### config.mk
export PLATFORM = sky130hd
export DESIGN_NAME = seq_divider_4_bits_flat
export DESIGN_NICKNAME = d
export VERILOG_FILES = /design/src/rtl/seq_divider_4_bits_if.sv /design/src/rtl/seq_divider_4_bits.sv /design/src/flat_wrapper.sv
export SDC_FILE = /design/constraint.sdc
export NUM_CORES = 1
export LEC_CHECK = 0
export ABC_AREA = 1
export BUFFER_PORTS_ARGS = -buffer_cell sky130_fd_sc_hd__buf_4
export CAP_MARGIN = 0
export CORE_ASPECT_RATIO = 1.4
export CORE_MARGIN = 10
export CORE_UTILIZATION = 29
export CTS_CLUSTER_DIAMETER = 50
export DETAILED_ROUTE_END_ITERATION = 8
export GPL_TIMING_DRIVEN = 0
export HOLD_SLACK_MARGIN = 0.05
export PLACE_DENSITY = 0.47
export SYNTH_ARGS = -nofsm -noshare
export SYNTH_HDL_FRONTEND = slang
export SYNTH_SLANG_ARGS = --single-unit
### constraint.sdc
create_clock -name clk -period 1.9 [get_ports clk]
set_clock_uncertainty 0.15 [all_clocks]
set_input_delay 0.19 -clock clk [delete_from_list [all_inputs] [get_ports clk]]
set_output_delay 0.19 -clock clk [all_outputs]
set_load 0.03 [all_outputs]
### src/rtl/seq_divider_4_bits_if.sv
// Start/done handshake bundle for the sequential restoring divider.
// The master drives the request and operands; the slave returns status and results.
interface seq_divider_4_bits_if #(
  parameter int N = 4
);
  logic           start;
  logic [2*N-1:0] dividend;
  logic [N-1:0]   divisor;
  logic           busy;
  logic           done;
  logic [N-1:0]   quotient;
  logic [N-1:0]   remainder;
  logic           div_by_zero;
  logic           overflow;

  modport master (
    output start, dividend, divisor,
    input  busy, done, quotient, remainder, div_by_zero, overflow
  );

  modport slave (
    input  start, dividend, divisor,
    output busy, done, quotient, remainder, div_by_zero, overflow
  );
endinterface

### src/rtl/seq_divider_4_bits.sv
// Sequential restoring divider: 2N-bit dividend / N-bit divisor, one quotient bit per clock.
// Error cases (zero divisor, quotient overflow) take a one-cycle ERR detour instead of iterating.
//
// state | meaning
// IDLE  | waiting for start; results and flags hold
// RUN   | iterating, one quotient bit resolved per edge
// ERR   | one cycle before reporting div-by-zero or overflow
module seq_divider_4_bits #(
  parameter int N = 4
) (
  input logic clk,
  input logic rst,
  seq_divider_4_bits_if.slave bus
);
  localparam int CW = $clog2(N);

  typedef enum logic [1:0] {IDLE, RUN, ERR} state_t;

  state_t        state, state_nxt;
  logic [N-1:0]  r_reg, q_reg, dvs_reg;
  logic [CW-1:0] cnt;
  logic          err_dz;
  logic          done_reg, dz_reg, ov_reg;
  logic [N-1:0]  quot_reg, rem_reg;

  logic          dz_in, ov_in;
  logic [N:0]    t, diff;
  logic          ge;
  logic [N-1:0]  r_step, q_step;

  always_comb begin
    dz_in  = (bus.divisor == '0);
    ov_in  = (bus.dividend[2*N-1:N] >= bus.divisor);
    t      = {r_reg, q_reg[N-1]};
    ge     = (t >= {1'b0, dvs_reg});
    diff   = t - {1'b0, dvs_reg};
    // R < divisor holds before each shift, so the difference always fits in N bits
    r_step = ge ? diff[N-1:0] : t[N-1:0];
    q_step = {q_reg[N-2:0], ge};
  end

  always_ff @(posedge clk or posedge rst) begin
    if (rst) state <= IDLE;
    else     state <= state_nxt;
  end

  always_comb begin
    state_nxt = state;
    case (state)
      IDLE: if (bus.start) state_nxt = (dz_in || ov_in) ? ERR : RUN;
      RUN:  if (cnt == '0) state_nxt = IDLE;
      ERR:  state_nxt = IDLE;
      default: state_nxt = IDLE;
    endcase
  end

  always_comb begin
    bus.busy        = (state == RUN);
    bus.done        = done_reg;
    bus.quotient    = quot_reg;
    bus.remainder   = rem_reg;
    bus.div_by_zero = dz_reg;
    bus.overflow    = ov_reg;
  end

  always_ff @(posedge clk or posedge rst) begin
    if (rst) begin
      r_reg    <= '0;
      q_reg    <= '0;
      dvs_reg  <= '0;
      cnt      <= '0;
      err_dz   <= 1'b0;
      done_reg <= 1'b0;
      dz_reg   <= 1'b0;
      ov_reg   <= 1'b0;
      quot_reg <= '0;
      rem_reg  <= '0;
    end else begin
      done_reg <= 1'b0;
      case (state)
        IDLE: begin
          if (bus.start) begin
            dvs_reg <= bus.divisor;
            r_reg   <= bus.dividend[2*N-1:N];
            q_reg   <= bus.dividend[N-1:0];
            cnt     <= CW'(N - 1);
            err_dz  <= dz_in;
            dz_reg  <= 1'b0;
            ov_reg  <= 1'b0;
          end
        end
        RUN: begin
          r_reg <= r_step;
          q_reg <= q_step;
          cnt   <= cnt - 1'b1;
          if (cnt == '0) begin
            quot_reg <= q_step;
            rem_reg  <= r_step;
            done_reg <= 1'b1;
          end
        end
        ERR: begin
          done_reg <= 1'b1;
          quot_reg <= '1;
          // zero divisor wins over overflow; it reports the low dividend half as remainder
          if (err_dz) begin
            dz_reg  <= 1'b1;
            rem_reg <= q_reg;
          end else begin
            ov_reg  <= 1'b1;
            rem_reg <= '0;
          end
        end
        default: ;
      endcase
    end
  end
endmodule

### src/flat_wrapper.sv
// flat-port wrapper written by rule: the top's interface ports become plain ports
module seq_divider_4_bits_flat 
#(
  parameter int N = 4
)
  (clk, rst, bus_start, bus_dividend, bus_divisor, bus_busy, bus_done, bus_quotient, bus_remainder, bus_div_by_zero, bus_overflow);
  seq_divider_4_bits_if #(.N(N)) bus_i ();
  input logic clk;
  input logic rst;
  input wire logic [$bits(bus_i.start)-1:0] bus_start;
  input wire logic [$bits(bus_i.dividend)-1:0] bus_dividend;
  input wire logic [$bits(bus_i.divisor)-1:0] bus_divisor;
  output wire logic [$bits(bus_i.busy)-1:0] bus_busy;
  output wire logic [$bits(bus_i.done)-1:0] bus_done;
  output wire logic [$bits(bus_i.quotient)-1:0] bus_quotient;
  output wire logic [$bits(bus_i.remainder)-1:0] bus_remainder;
  output wire logic [$bits(bus_i.div_by_zero)-1:0] bus_div_by_zero;
  output wire logic [$bits(bus_i.overflow)-1:0] bus_overflow;
  assign bus_i.start = bus_start;
  assign bus_i.dividend = bus_dividend;
  assign bus_i.divisor = bus_divisor;
  assign bus_busy = bus_i.busy;
  assign bus_done = bus_i.done;
  assign bus_quotient = bus_i.quotient;
  assign bus_remainder = bus_i.remainder;
  assign bus_div_by_zero = bus_i.div_by_zero;
  assign bus_overflow = bus_i.overflow;
  seq_divider_4_bits #(.N(N)) u_core (.clk(clk), .rst(rst), .bus(bus_i));
endmodule
# Yosys cells after proc, flatten, opt, wreduce, memory -nomap -nowiden
# Index checks and enable logic that the tools add are counted.
classes:
  addsub: 2
  n_lt_le_gt_ge: 2
  n_eq_ne: 6
  mux: 23
  reduce_logical: 13
op_table:
  columns: ["operator", "count"]
  rows:
  - ["4-bit one-hot mux with 2 select lines", 4]
  - ["4-bit two-way mux", 6]
  - ["2-bit two-way mux", 4]
  - ["2-bit one-hot mux with 2 select lines", 2]
  - ["2-bit AND reduction", 4]
  - ["1-bit one-hot mux with 2 select lines", 3]
  - ["3-bit AND reduction", 2]
  - ["2-bit nonzero test", 3]
  - ["5-bit by 4-bit >= comparator with 1-bit output", 1]
  - ["4-bit >= comparator", 1]
  - ["2-bit zero test", 2]
  - ["4-bit zero test", 1]
  - ["1-bit two-way mux", 4]
  - ["2-bit by 1-bit != test with 1-bit output, second input constant", 2]
  - ["2-bit != test, second input constant", 2]
  - ["4-bit subtractor", 1]
  - ["2-bit by 1-bit equality test with 1-bit output, second input constant", 1]
  - ["2-bit equality test, second input constant", 1]
  - ["2-bit by 1-bit subtractor with 2-bit output, second input constant", 1]
  - ["1-bit logical OR", 1]
totals:
  register_bits: 28
  inputBits: 15
  output_inout_bits: 12
  wordCells: 57

# Longest topological paths before layout
logic_depth:
  depth_word: 5
  ltp_mapped: 12
  depth_no_buf: 12

# Worst setup path before layout
# No wires, ideal clock.
synth_path:
  path_type: "register to register"
  start: "reg u_core.state[1]"
  end: "reg u_core.rem_reg[0] (netlist: u_core.bus.remainder[0])"
  setup_time_ns: 0.122
  t_arrival_ns: 1.511
  required_ns: 1.628
  path_slack_ns: 0.118
  path_stages_with_launch: 9
  n_path_buf: 1
  period_less_slack_ns: 1.782
  cell_sequence: "dfrtp_1 > inv_1 > ha_1 > buf_4 > nand2_1 > o21ai_4 > inv_2 > a21oi_1 > a21oi_2"
synth_between:
  elab_chain_cells: 3
  word_cells_on_any_way: 6
  classes_between: "eq/ne: 3; mux: 1; reduce/logical: 2"
synth_rtl:
  columns: ["element", "line_no", "rtl"]
  rows:
  - ["from (decl)", "seq_divider_4_bits.sv:19", "state_t state, state_nxt;"]
  - ["from (signal assigned)", "seq_divider_4_bits.sv:44", "else state <= state_nxt;"]
  - ["2-bit by 1-bit equality test with 1-bit output *", null, null]
  - ["named net bus_busy", "flat_wrapper.sv:13", "output wire logic [$bits(bus_i.busy)-1:0] bus_busy;"]
  - ["2-bit by 1-bit != test with 1-bit output (no source line) or 2-bit nonzero test (tied branches)", null, null]
  - ["2-bit AND reduction (no source line)", null, null]
  - ["to (signal assigned)", "seq_divider_4_bits.sv:98", "rem_reg <= r_step;"]
  - ["to (signal assigned)", "seq_divider_4_bits.sv:108", "rem_reg <= q_reg;"]
  - ["to (decl)", "seq_divider_4_bits.sv:24", "logic [N-1:0] quot_reg, rem_reg;"]
# The timed path passes the listed nets; every way through them passes the cells marked *.
# A chain may end at the register's enable or synchronous reset.

# Worst setup path after layout
layout_path:
  start: "reg u_core.q_reg[3]"
  end: "reg u_core.r_reg[2]"
layout_between:
  elab_chain_cells: 3
  word_cells_on_any_way: 4
  classes_between: "add/sub: 1; order compare: 1; mux: 2"
layout_rtl:
  columns: ["element", "line_no", "rtl"]
  rows:
  - ["from (decl)", "seq_divider_4_bits.sv:20", "logic [N-1:0] r_reg, q_reg, dvs_reg;"]
  - ["from (signal assigned)", "seq_divider_4_bits.sv:85", "q_reg <= bus.dividend[N-1:0];"]
  - ["from (signal assigned)", "seq_divider_4_bits.sv:94", "q_reg <= q_step;"]
  - ["4-bit subtractor or 5-bit by 4-bit >= comparator with 1-bit output (tied branches)", "seq_divider_4_bits.sv:36, seq_divider_4_bits.sv:35", null]
  - ["4-bit two-way mux *", "seq_divider_4_bits.sv:38", "r_step = ge ? diff[N-1:0] : t[N-1:0];"]
  - ["4-bit one-hot mux with 2 select lines *", "seq_divider_4_bits.sv:80", "case (state)"]
  - ["to (signal assigned)", "seq_divider_4_bits.sv:84", "r_reg <= bus.dividend[2*N-1:N];"]
  - ["to (signal assigned)", "seq_divider_4_bits.sv:93", "r_reg <= r_step;"]
  - ["to (decl)", "seq_divider_4_bits.sv:20", null]
# Mark *: on every way between the ends. The rest lies on a longest branch, timed or not.

==> results.cfg <==
[outcome]
outcome = finished clean

[power_and_ir_drop]
p_int_mw = 2.14
fin_total_pwr_mw = 4.17
switching_share_pct = 48.7
pwr-share-seq_pct = 25.1
vdd_ir_drop_max_mv = 0.445
power.share.clock_pct = 11.7
static-leakage-power_nw = 1.06
p_per_area_nw_per_um2 = 1990
combinationalPowerShare_pct = 63.2
p_switching_mw = 2.03

[setup_path]
cp_cell_sequence = inv_2, ha_2, inv_1, fa_1, xor2_1, nand2_2, nand2_4, o21ai_2, nand2_1
cp_max_fo = 3
worst_path_max_delay_cell = dfrtp_1
required_ps = 1930
critPathKind = reg -> reg
startpoint_type = flop
critical-path-max-stage-delay_ps = 420
crit_start = u_core.q_reg[3]
endpoint_kind = flop
arrival_ps = 1840
regToRegStartpoint = u_core.q_reg[3]

[clock_network]
cts_tree = built
cts_made_buffers = 3
cts_sinks = 28
cts_max_path_buffers = 2
path_clk_slew_ps = 110
cts-root-buf = clkbuf_8
clk_latency_ps = 280
htreeDepth = 1

[timing]
drv_slew = 0
worstMarginPinSlew_ps = 1120
min_period_over_period_pct = 95.1
slew_headroom_pct = 25.4
max_freq_ghz = 0.554
finalCriticalPeriod_ps = 1810
hold_violations = 0
setup_viol = 0

[drt]
viasPerCell = 4.49
firstDrtPassIters = 4
vias = 1370
wl_per_cell_um = 12.9
wirelength_um = 3940
drt-initial-drc-count = 56
drtAntennaViolNets = 0
drc = 0

[finish]
multi_input_area_um2 = 858
area_growth_pct = 25.6
regArea_um2 = 701
antennaDiodeCount = 0
fin_nets = 266
fillers = 598
fin_cells = 305
layout-drive-gt1-share_pct = 29.1

[die]
start_util_pct = 30.0
die_y_um = 110
core_um2 = 5570
die_w_um = 84.1
row_count = 32
die-area_um2 = 9230
ios = 27

[global_routing]
grt_start_max_net_pins = 29
gr-usage-all-layers_pct = 8.55
antenna_found_initial = 0
grt_pass1_vias = 1379
overflow = 0
grt_first_pass_wirelength_um = 6550

[placed_design]
hpwlAfterDp_um = 3100
gp_congestion = 0.738
dpl.cell_count = 296
portBuffers = 26

[yosys]
synth_cell_types = 26
synth_seq_cells = 28
synth_seq_area_share_pct = 42.0
netlist_area_um2 = 1670
synth_largest_area_cell = dfrtp_1
synth_top_area_share_pct = 42.0
ys_top_cells_by_area = dfrtp_1 42%, nand2_1 9.2%, ha_1 9.0%
yosysWarnings = 0
postSynthAreaPerCell_um2 = 8.26
synth_fp_nets = 230
syn-instance-count = 202

[run]
cap_violations = 0

[worst_hold_path]
hold_class = in -> async
[final cells by class]
class                      instances  share of cell area (%)
buffer                             4                    1.31
clock buffer                       3                    1.97
clock inverter                     1                    1.43
inverter                          30                    5.37
multi-input combinational        140                    41.0
sequential                        28                    33.4
tap                               68                    4.06
timing repair buffer              31                    11.5
[cell usage after synthesis, drive strengths merged]
cell type and instances:
clkinv 1, buf 4, dfrtp 28, a21oi 14
ha 12, o21ai 21, a21boi 2, nand2 53
a31oi 1, mux2 2, nor2 20, inv 29
nor4 1, nand3 9, o22ai 3, fa 1
xor2 1
[critical path, delay by kind of cell (launching register included)]
family	cells	cell delay, ps
AND/OR/NAND/NOR	3	200
buffers and inverters	2	130
adder cells (fa/ha/maj)	2	550
flip-flops	1	420
AO/OA/AOI/OAI	1	100
XOR/XNOR	1	180
[cell families (layout without fill, tap and decap cells)]
kind of cell | Yosys count | count (layout) | synth area share, %
simple gates | 83 | 83 | 22.9
compound gates | 41 | 41 | 14.7
buf+inv | 34 | 69 | 8.39
flops | 28 | 28 | 42.0
fa+ha+maj | 13 | 13 | 10.2
mux | 2 | 2 | 1.35
xor+xnor | 1 | 1 | 0.525
[worst paths after layout]
path / slack (ps) / depth (start not counted) / endpoint
worst min register to register: 330 / 1 / u_core.cnt[0]
worst min-delay path: 30 / 2 / u_core.bus.div_by_zero
min in group clk: 70 / 3 / u_core.dvs_reg[2]
worst max-delay path: 90 / 9 / u_core.r_reg[2]
worst max register to register: 90 / 9 / u_core.r_reg[2]
max in group asynchronous: 890 / 2 / u_core.q_reg[3]
[routing by layer]
layer / up-vias / routed length, um / GRT usage [%]
met5: - / 0 / 0
met4: 0 / 22 / 3.24
met3: 3 / 95 / 1.41
met2: 23 / 2030 / 15.5
met1: 625 / 1790 / 9.84
li1: 719 / - / -
[power by group through the flow]
stage               combinational (mW)  sequential [mW]  clock (mW)
floorplan                         1.71             1.24           0
detailed placement                2.52             1.06           0
global route                      2.98             1.08       0.521
finish                            2.64             1.05       0.488
global placement                  2.51             1.06           0
CTS                               2.54             1.05       0.496
[what timing repair did]
| action | in CTS | in global routing |
|---|---|---|
| hold buffers | 3 | 0 |
| endpoints found under the hold margin | 3 | 0 |
| gates resized for setup | 0 | 10 |
| setup endpoints to repair | 0 | 7 |
| buffers inserted | 0 | 2 |
[placed cells by master (no fill, tap or decap), drive strengths merged]
cell type,n
fa,1
ha,12
a21boi,2
clkinv,1
bufinv,1
o21ai,21
a31oi,1
dfrtp,28
xor2,1
nand3,9
clkbuf,3
buf,32
dlygate4sd3,3
o22ai,3
nor4,1
nand2,53
a21oi,14
inv,29
nor2,20
mux2,2
[metrics by stage]
stage	worst slack, ps	area [um^2]	utilization, %	hold WS [ps]	TNS [ps]
6_report	93.7	2100	37.7	25.0	0
3_3_place_gp	81.9	1950	35.0	304	0
4_1_cts	51.0	2050	36.8	72.8	0
3_5_place_dp	72.8	1950	35.0	313	0
2_1_floorplan	118	1670	-	105	0
5_1_grt	-10.1	2100	37.7	76.6	-23.3
(Power assumes the default switching activity.)
